--- src/rtl/md5_step_engine.sv ---
// -----------------------------------------------------------------------------
// md5_step_engine
//
// Iterative MD5 compression core. One 512-bit message block is processed in
// 64 steps, one step per clock, followed by a single ADD cycle that folds the
// working registers back into the chaining value that came in with the block.
//
// The MD5 round function (F/G/H/I selected by a 2-bit select and fed with the
// current b/c/d working words) is modelled as a small combinational block
// inside this module; the step datapath drives its select and operands and
// consumes its f output.
//
// Ports
//   clk    in   1    single clock, all state updates on the rising edge
//   reset  in   1    synchronous, active-high reset
//   start  in   1    request to process one block, sampled only when idle
//   msg    in   512  message block, msg[32j+31:32j] = M[j], j = 0..15
//   h_in   in   128  chaining value: [31:0]=A [63:32]=B [95:64]=C [127:96]=D
//   busy   out  1    high from the accept edge through the ADD cycle
//   done   out  1    one-cycle pulse; h_out is valid from this cycle onward
//   h_out  out  128  updated chaining value, same packing as h_in
//
// Timing: start accepted at edge E0, steps 0..63 at edges E1..E64, done and
// h_out registered at E65. The engine is idle again in the done cycle, so a
// start held high there is accepted at the following edge.
// -----------------------------------------------------------------------------
module md5_step_engine (
  input  logic         clk,
  input  logic         reset,
  input  logic         start,
  input  logic [511:0] msg,
  input  logic [127:0] h_in,
  output logic         busy,
  output logic         done,
  output logic [127:0] h_out
);

  typedef enum logic [1:0] {
    ST_IDLE = 2'd0,
    ST_RUN  = 2'd1,
    ST_ADD  = 2'd2
  } state_e;

  // K[i] = floor(|sin(i+1)| * 2^32)
  localparam logic [31:0] K_TABLE [64] = '{
    32'hd76aa478, 32'he8c7b756, 32'h242070db, 32'hc1bdceee,
    32'hf57c0faf, 32'h4787c62a, 32'ha8304613, 32'hfd469501,
    32'h698098d8, 32'h8b44f7af, 32'hffff5bb1, 32'h895cd7be,
    32'h6b901122, 32'hfd987193, 32'ha679438e, 32'h49b40821,
    32'hf61e2562, 32'hc040b340, 32'h265e5a51, 32'he9b6c7aa,
    32'hd62f105d, 32'h02441453, 32'hd8a1e681, 32'he7d3fbc8,
    32'h21e1cde6, 32'hc33707d6, 32'hf4d50d87, 32'h455a14ed,
    32'ha9e3e905, 32'hfcefa3f8, 32'h676f02d9, 32'h8d2a4c8a,
    32'hfffa3942, 32'h8771f681, 32'h6d9d6122, 32'hfde5380c,
    32'ha4beea44, 32'h4bdecfa9, 32'hf6bb4b60, 32'hbebfbc70,
    32'h289b7ec6, 32'heaa127fa, 32'hd4ef3085, 32'h04881d05,
    32'hd9d4d039, 32'he6db99e5, 32'h1fa27cf8, 32'hc4ac5665,
    32'hf4292244, 32'h432aff97, 32'hab9423a7, 32'hfc93a039,
    32'h655b59c3, 32'h8f0ccc92, 32'hffeff47d, 32'h85845dd1,
    32'h6fa87e4f, 32'hfe2ce6e0, 32'ha3014314, 32'h4e0811a1,
    32'hf7537e82, 32'hbd3af235, 32'h2ad7d2bb, 32'heb86d391
  };

  // ---------------------------------------------------------------------------
  // State
  // ---------------------------------------------------------------------------
  state_e         state_q, state_d;
  logic [5:0]     step_q,  step_d;
  logic [31:0]    a_q, a_d;
  logic [31:0]    b_q, b_d;
  logic [31:0]    c_q, c_d;
  logic [31:0]    d_q, d_d;
  logic [511:0]   msg_q,   msg_d;    // block latched at accept
  logic [127:0]   h0_q,    h0_d;     // chaining value latched at accept
  logic [127:0]   h_out_q, h_out_d;
  logic           busy_q,  busy_d;
  logic           done_q,  done_d;

  // ---------------------------------------------------------------------------
  // Round-function interface: select plus b/c/d operands in, f out
  // ---------------------------------------------------------------------------
  logic [1:0]     rf_sel;
  logic [31:0]    rf_b, rf_c, rf_d;
  logic [31:0]    rf_f;

  assign rf_sel = step_q[5:4];
  assign rf_b   = b_q;
  assign rf_c   = c_q;
  assign rf_d   = d_q;

  always_comb begin
    case (rf_sel)
      2'd0:    rf_f = (rf_b & rf_c) | (~rf_b & rf_d);   // F
      2'd1:    rf_f = (rf_d & rf_b) | (~rf_d & rf_c);   // G
      2'd2:    rf_f = rf_b ^ rf_c ^ rf_d;               // H
      default: rf_f = rf_c ^ (rf_b | ~rf_d);            // I
    endcase
  end

  // ---------------------------------------------------------------------------
  // Step datapath
  // ---------------------------------------------------------------------------
  logic [3:0]     g_idx;       // message word index for this step
  logic [4:0]     shamt;       // left-rotate amount for this step
  logic [31:0]    msg_word;
  logic [31:0]    tmp_sum;
  logic [31:0]    tmp_rot;
  logic [31:0]    step_b;      // new b produced by this step

  // Message schedule. Only the low four bits of each product matter, so the
  // 6-bit arithmetic (mod 64) truncated to 4 bits gives the required mod 16.
  always_comb begin
    case (rf_sel)
      2'd0:    g_idx = step_q[3:0];
      2'd1:    g_idx = 4'(step_q * 6'd5 + 6'd1);
      2'd2:    g_idx = 4'(step_q * 6'd3 + 6'd5);
      default: g_idx = 4'(step_q * 6'd7);
    endcase
  end

  // Per-round shift amounts, cycling on step mod 4.
  always_comb begin
    case ({rf_sel, step_q[1:0]})
      4'b00_00: shamt = 5'd7;
      4'b00_01: shamt = 5'd12;
      4'b00_10: shamt = 5'd17;
      4'b00_11: shamt = 5'd22;
      4'b01_00: shamt = 5'd5;
      4'b01_01: shamt = 5'd9;
      4'b01_10: shamt = 5'd14;
      4'b01_11: shamt = 5'd20;
      4'b10_00: shamt = 5'd4;
      4'b10_01: shamt = 5'd11;
      4'b10_10: shamt = 5'd16;
      4'b10_11: shamt = 5'd23;
      4'b11_00: shamt = 5'd6;
      4'b11_01: shamt = 5'd10;
      4'b11_10: shamt = 5'd15;
      default:  shamt = 5'd21;
    endcase
  end

  assign msg_word = msg_q[{g_idx, 5'd0} +: 32];
  assign tmp_sum  = a_q + rf_f + K_TABLE[step_q] + msg_word;
  // shamt is never zero, so the right shift is always by 1..31.
  assign tmp_rot  = (tmp_sum << shamt) | (tmp_sum >> (6'd32 - {1'b0, shamt}));
  assign step_b   = b_q + tmp_rot;

  // ---------------------------------------------------------------------------
  // Next-state logic
  // ---------------------------------------------------------------------------
  // NOTE: every signal written here gets a default first, so no path through
  // the case statement leaves one unassigned and no latch is inferred.
  always_comb begin
    state_d = state_q;
    step_d  = step_q;
    a_d     = a_q;
    b_d     = b_q;
    c_d     = c_q;
    d_d     = d_q;
    msg_d   = msg_q;
    h0_d    = h0_q;
    h_out_d = h_out_q;
    busy_d  = busy_q;
    done_d  = 1'b0;                      // done is a single-cycle pulse

    case (state_q)
      ST_IDLE: begin
        if (start) begin
          msg_d   = msg;
          h0_d    = h_in;
          a_d     = h_in[31:0];
          b_d     = h_in[63:32];
          c_d     = h_in[95:64];
          d_d     = h_in[127:96];
          step_d  = 6'd0;
          busy_d  = 1'b1;
          state_d = ST_RUN;
        end
      end

      ST_RUN: begin
        a_d    = d_q;
        d_d    = c_q;
        c_d    = b_q;
        b_d    = step_b;
        step_d = step_q + 6'd1;          // wraps to 0 after step 63
        if (step_q == 6'd63) begin
          state_d = ST_ADD;
        end
      end

      ST_ADD: begin
        h_out_d = {h0_q[127:96] + d_q,
                   h0_q[95:64]  + c_q,
                   h0_q[63:32]  + b_q,
                   h0_q[31:0]   + a_q};
        done_d  = 1'b1;
        busy_d  = 1'b0;
        state_d = ST_IDLE;
      end

      default: begin
        state_d = ST_IDLE;
        busy_d  = 1'b0;
      end
    endcase
  end

  // ---------------------------------------------------------------------------
  // Registers
  // ---------------------------------------------------------------------------
  // NOTE: non-blocking assignments here so every register samples the values
  // that existed before the edge, independent of statement order.
  always_ff @(posedge clk) begin
    if (reset) begin
      // NOTE: the latched block and chaining value are ordinary flops, not a
      // RAM, so clearing them on reset is cheap and makes restart state exact.
      state_q <= ST_IDLE;
      step_q  <= 6'd0;
      a_q     <= 32'd0;
      b_q     <= 32'd0;
      c_q     <= 32'd0;
      d_q     <= 32'd0;
      msg_q   <= '0;
      h0_q    <= '0;
      h_out_q <= '0;
      busy_q  <= 1'b0;
      done_q  <= 1'b0;
    end else begin
      state_q <= state_d;
      step_q  <= step_d;
      a_q     <= a_d;
      b_q     <= b_d;
      c_q     <= c_d;
      d_q     <= d_d;
      msg_q   <= msg_d;
      h0_q    <= h0_d;
      h_out_q <= h_out_d;
      busy_q  <= busy_d;
      done_q  <= done_d;
    end
  end

  assign busy  = busy_q;
  assign done  = done_q;
  assign h_out = h_out_q;

endmodule

--- config.mk ---
export PLATFORM = sky130hd
export DESIGN_NAME = md5_step_engine
export DESIGN_NICKNAME = d
export VERILOG_FILES = /design/src/rtl/md5_step_engine.sv
export SDC_FILE = /design/constraint.sdc
export NUM_CORES = 2
export LEC_CHECK = 0
export CAP_MARGIN = 10
export CELL_PAD_IN_SITES_DETAIL_PLACEMENT = 2
export CELL_PAD_IN_SITES_GLOBAL_PLACEMENT = 2
export CORE_ASPECT_RATIO = 1.5
export CORE_MARGIN = 3
export CORE_UTILIZATION = 35
export CTS_CLUSTER_SIZE = 28
export DETAILED_ROUTE_END_ITERATION = 10
export PLACE_DENSITY = 0.86
export REMOVE_ABC_BUFFERS = 1
export SYNTH_ARGS = -nofsm -noshare
export SYNTH_HDL_FRONTEND = slang
export SYNTH_SLANG_ARGS = --single-unit
--- constraint.sdc ---
create_clock -name clk -period 22.8 [get_ports clk]
set_clock_uncertainty 0.05 [all_clocks]
set_input_delay 4.56 -clock clk [delete_from_list [all_inputs] [get_ports clk]]
set_output_delay 4.56 -clock clk [all_outputs]
set_load 0.01 [all_outputs]
==> results.md <==
* Dpl cells at slightly below 10000
* Hold-fix buffers, CTS at 0
* Total vias in the final route at 57300
* I/O pin count at 773
* Crit path kind: reg2reg
* Fin. max-slew vios at 0
* Crit-path max cell delay at 760 ps
* First drt pass iteration count at 5
* RSZ-0062 raised after global routing: false
* CP most frequent cell: inv_1
* Minimum clock period at between 10000 and 15000 ps
* GP Congestion at approximately 0.95
* Post-synth top cells: nand2_1 (2075), a21oi_1 (1074), dfxtp_1 (911)
* Initial Utilization at 35.3%
* Filler cell count at 17600
* Cell accounting for the most synthesized area: dfxtp_1
* Period utilization at 64.5%
* # nets final at 8593
* Initial antenna violation count at 26
* Antenna-violating nets left at 0
* RR Endpoint: b_q[30]
* Fmax at ~68 MHz
* Seq cells post-synth at 911
* WL final at approximately 270000 µm
* Worst endpoint required time at 23310 ps
* Crit path to: b_q[30]
* Prevailing post-synth register cell: dfxtp_1
* Largest net degree at the start of global routing at 216
* Pwr/cell area at 87.8 mW/mm²
* DP Area at 0.0642 mm²
* Status: complete, no violations
* Post-DP HPWL at 196000 µm
* Rows at 177
* R2R cell count at 42
* Slowest cell on crit path: ha_1
* Synth top area share at 33.2%
* FFs w/ async S/R, synth at 0%
* Slew HR at 10.6%
* Non-Filler Instances at 9803
* Root Buffer: clkbuf_16
* Lkg Pwr at between 20 and 30 nW
* Post-synthesis sequential area ratio at about 33%
* Pre-CTS setup slack at 8280 ps
* DIE HEIGHT at roughly 500 µm
* Post-synth EDFFs at 0
* Beginning of the critical path: step_q[0]
* Cell area after layout at 0.0677 mm²
* Worst skew pair latency at 770 ps
* Most common cell in the netlist: nand2_1
* Clock-pin slew on the worst setup and hold paths at 60 ps
* Post-Synthesis Cells at 7196
* Slew @ Worst Pin at 1320 ps
* Library cells used by synthesis at 91
* P&R area growth vs syn at 23.1%
* Crit path capture type: flop
* Crit path arrival time at between 15000 and 20000 ps
* Crit path launch type: flop
* TritonCTS clock tree: done
* Clk buf depth at 3
* Largest cells by area after synthesis: dfxtp_1 (33%), nand2_1 (14%), a21oi_1 (9.8%), mux4_2 (6.4%), ha_1 (5.2%)
* DR DRC count at 0
* Total core area at around 0.16 mm²
* Hold WC Path Type: reg2reg
* Post-CTS sizing at 0
* Crit-path max FO at 37
* Post-CTS Setup Inserts at 0
* Ys Warns at 0
* GRT Overall Usage at between 30% and 40%
* Final worst slack at 8100 ps
* Max-Cap Viols at 0
* IO buf count at a little under 800
* Num CTS Buffers at 96
* First-pass GRT wire length at 402000 µm
* Worst vdd ir at just under 60 µV
* R2r setup slk at 8100 ps
* Setup TNS at 0 ps
* Die width at 330 µm
* Mean post-synth cell area at around 7.6 µm²
* Die area at 0.162 mm²
* H-tree depth at 3
* Vias in the first global route at 63900
* Synthesized cell area at 0.0549 mm²
* GRT overflow at 0
* DR WL/cell at about 28 µm
* Clk sinks at 911
* Final setup fails at 0
* Drt initial violations at 3113
* Vias/cell at 5.85
* Power, Total at 0.00594 W
* Layout cells sized above 1 at about 6.3%
* Worst R2R Start: step_q[0]
* Final Hold Fails at 0
==> critical path, delay by kind of cell, from the launching register on <==
family	cells	cell delay, ps
simple gates	6	1090
compound gates	17	5350
buf+inv	8	2450
fa+ha+maj	6	2970
mux	4	1890
xor+xnor	1	270
flops	1	310
==> state kept, by name, indices dropped and copies added, names as in the netlist <==
name,cells
a_q,32
b_q,32
busy,1
c_q,32
d_q,32
done,1
h0_q,128
h_out,128
msg_q,512
shamt,5
state_q,2
step_q,6
==> placed cells by master, fill, tap and decap left out, types with 156 or more instances in the layout <==
cell type        synthesis  routed
clkdlybuf4s50_1          0     771
o21ai_0                199     199
mux4_2                 156     156
dfxtp_1                911     904
inv_1                  214     212
a21oi_1               1074    1074
ha_1                   227     227
a31oi_1                218     218
nor2_1                 305     303
nand2_1               2075    2074
==> final cells by class <==
| class | instances | area (µm²) | share of cell area (%) |
|---|---|---|---|
| diodes | 14 | 35.0 | 0.0518 |
| clock buffers | 135 | 2810 | 4.15 |
| clock inverters | 43 | 562 | 0.830 |
| inverters | 219 | 822 | 1.21 |
| multi-input cells | 5568 | 34100 | 50.4 |
| flip-flops and latches | 911 | 18300 | 27.0 |
| well taps | 2058 | 2570 | 3.81 |
| repair buffers | 855 | 8470 | 12.5 |
==> power breakdown <==
part / switching, W / internal [W]
Clock: 0.000752 / 0.000960
Sequential: 0.000151 / 0.00170
Combinational: 0.00145 / 0.000927
==> how the worst min path moves through the flow <==
| stage | start | endpoint | slack [ps] | depth (start not counted) |
|---|---|---|---|---|
| final | h_out[42] | h_out[42] | 400 | 2 |
| after global routing | h_out[71] | h_out[71] | 420 | 2 |
| after CTS | h_out[42] | h_out[42] | 400 | 2 |
| after detailed placement | h_out[42] | h_out[42] | 390 | 2 |
| after global placement | msg_q[55] | msg_q[55] | 390 | 2 |
| after floorplan | msg_q[0] | msg_q[0] | 380 | 2 |
==> logic make-up after synthesis <==
group / after synthesis / synth area share, %
simple gates: 2794 / 20.8
compound gates: 2062 / 22.5
flops: 911 / 33.2
buf+inv: 717 / 4.95
fa+ha+maj: 299 / 7.79
mux: 235 / 7.89
xor+xnor: 178 / 2.84
==> routing by layer <==
metal  GRT usage (%)  up-vias  part of all wire (%)
met5               0        -                 0.041
met4            18.5       16                   6.3
met3            4.07      610                   4.2
met2            59.4     1567                    52
met1            35.3    29200                    37
li1                -    26000                     -
==> metrics by stage <==
step                      hold slack [ps]  utilization (%)
after global placement                389             41.3
after floorplan                       377                -
after global routing                  422             43.5
final                                 401             43.5
after detailed placement              395             41.3
after CTS                             404             43.5
(Power assumes the default switching activity.)
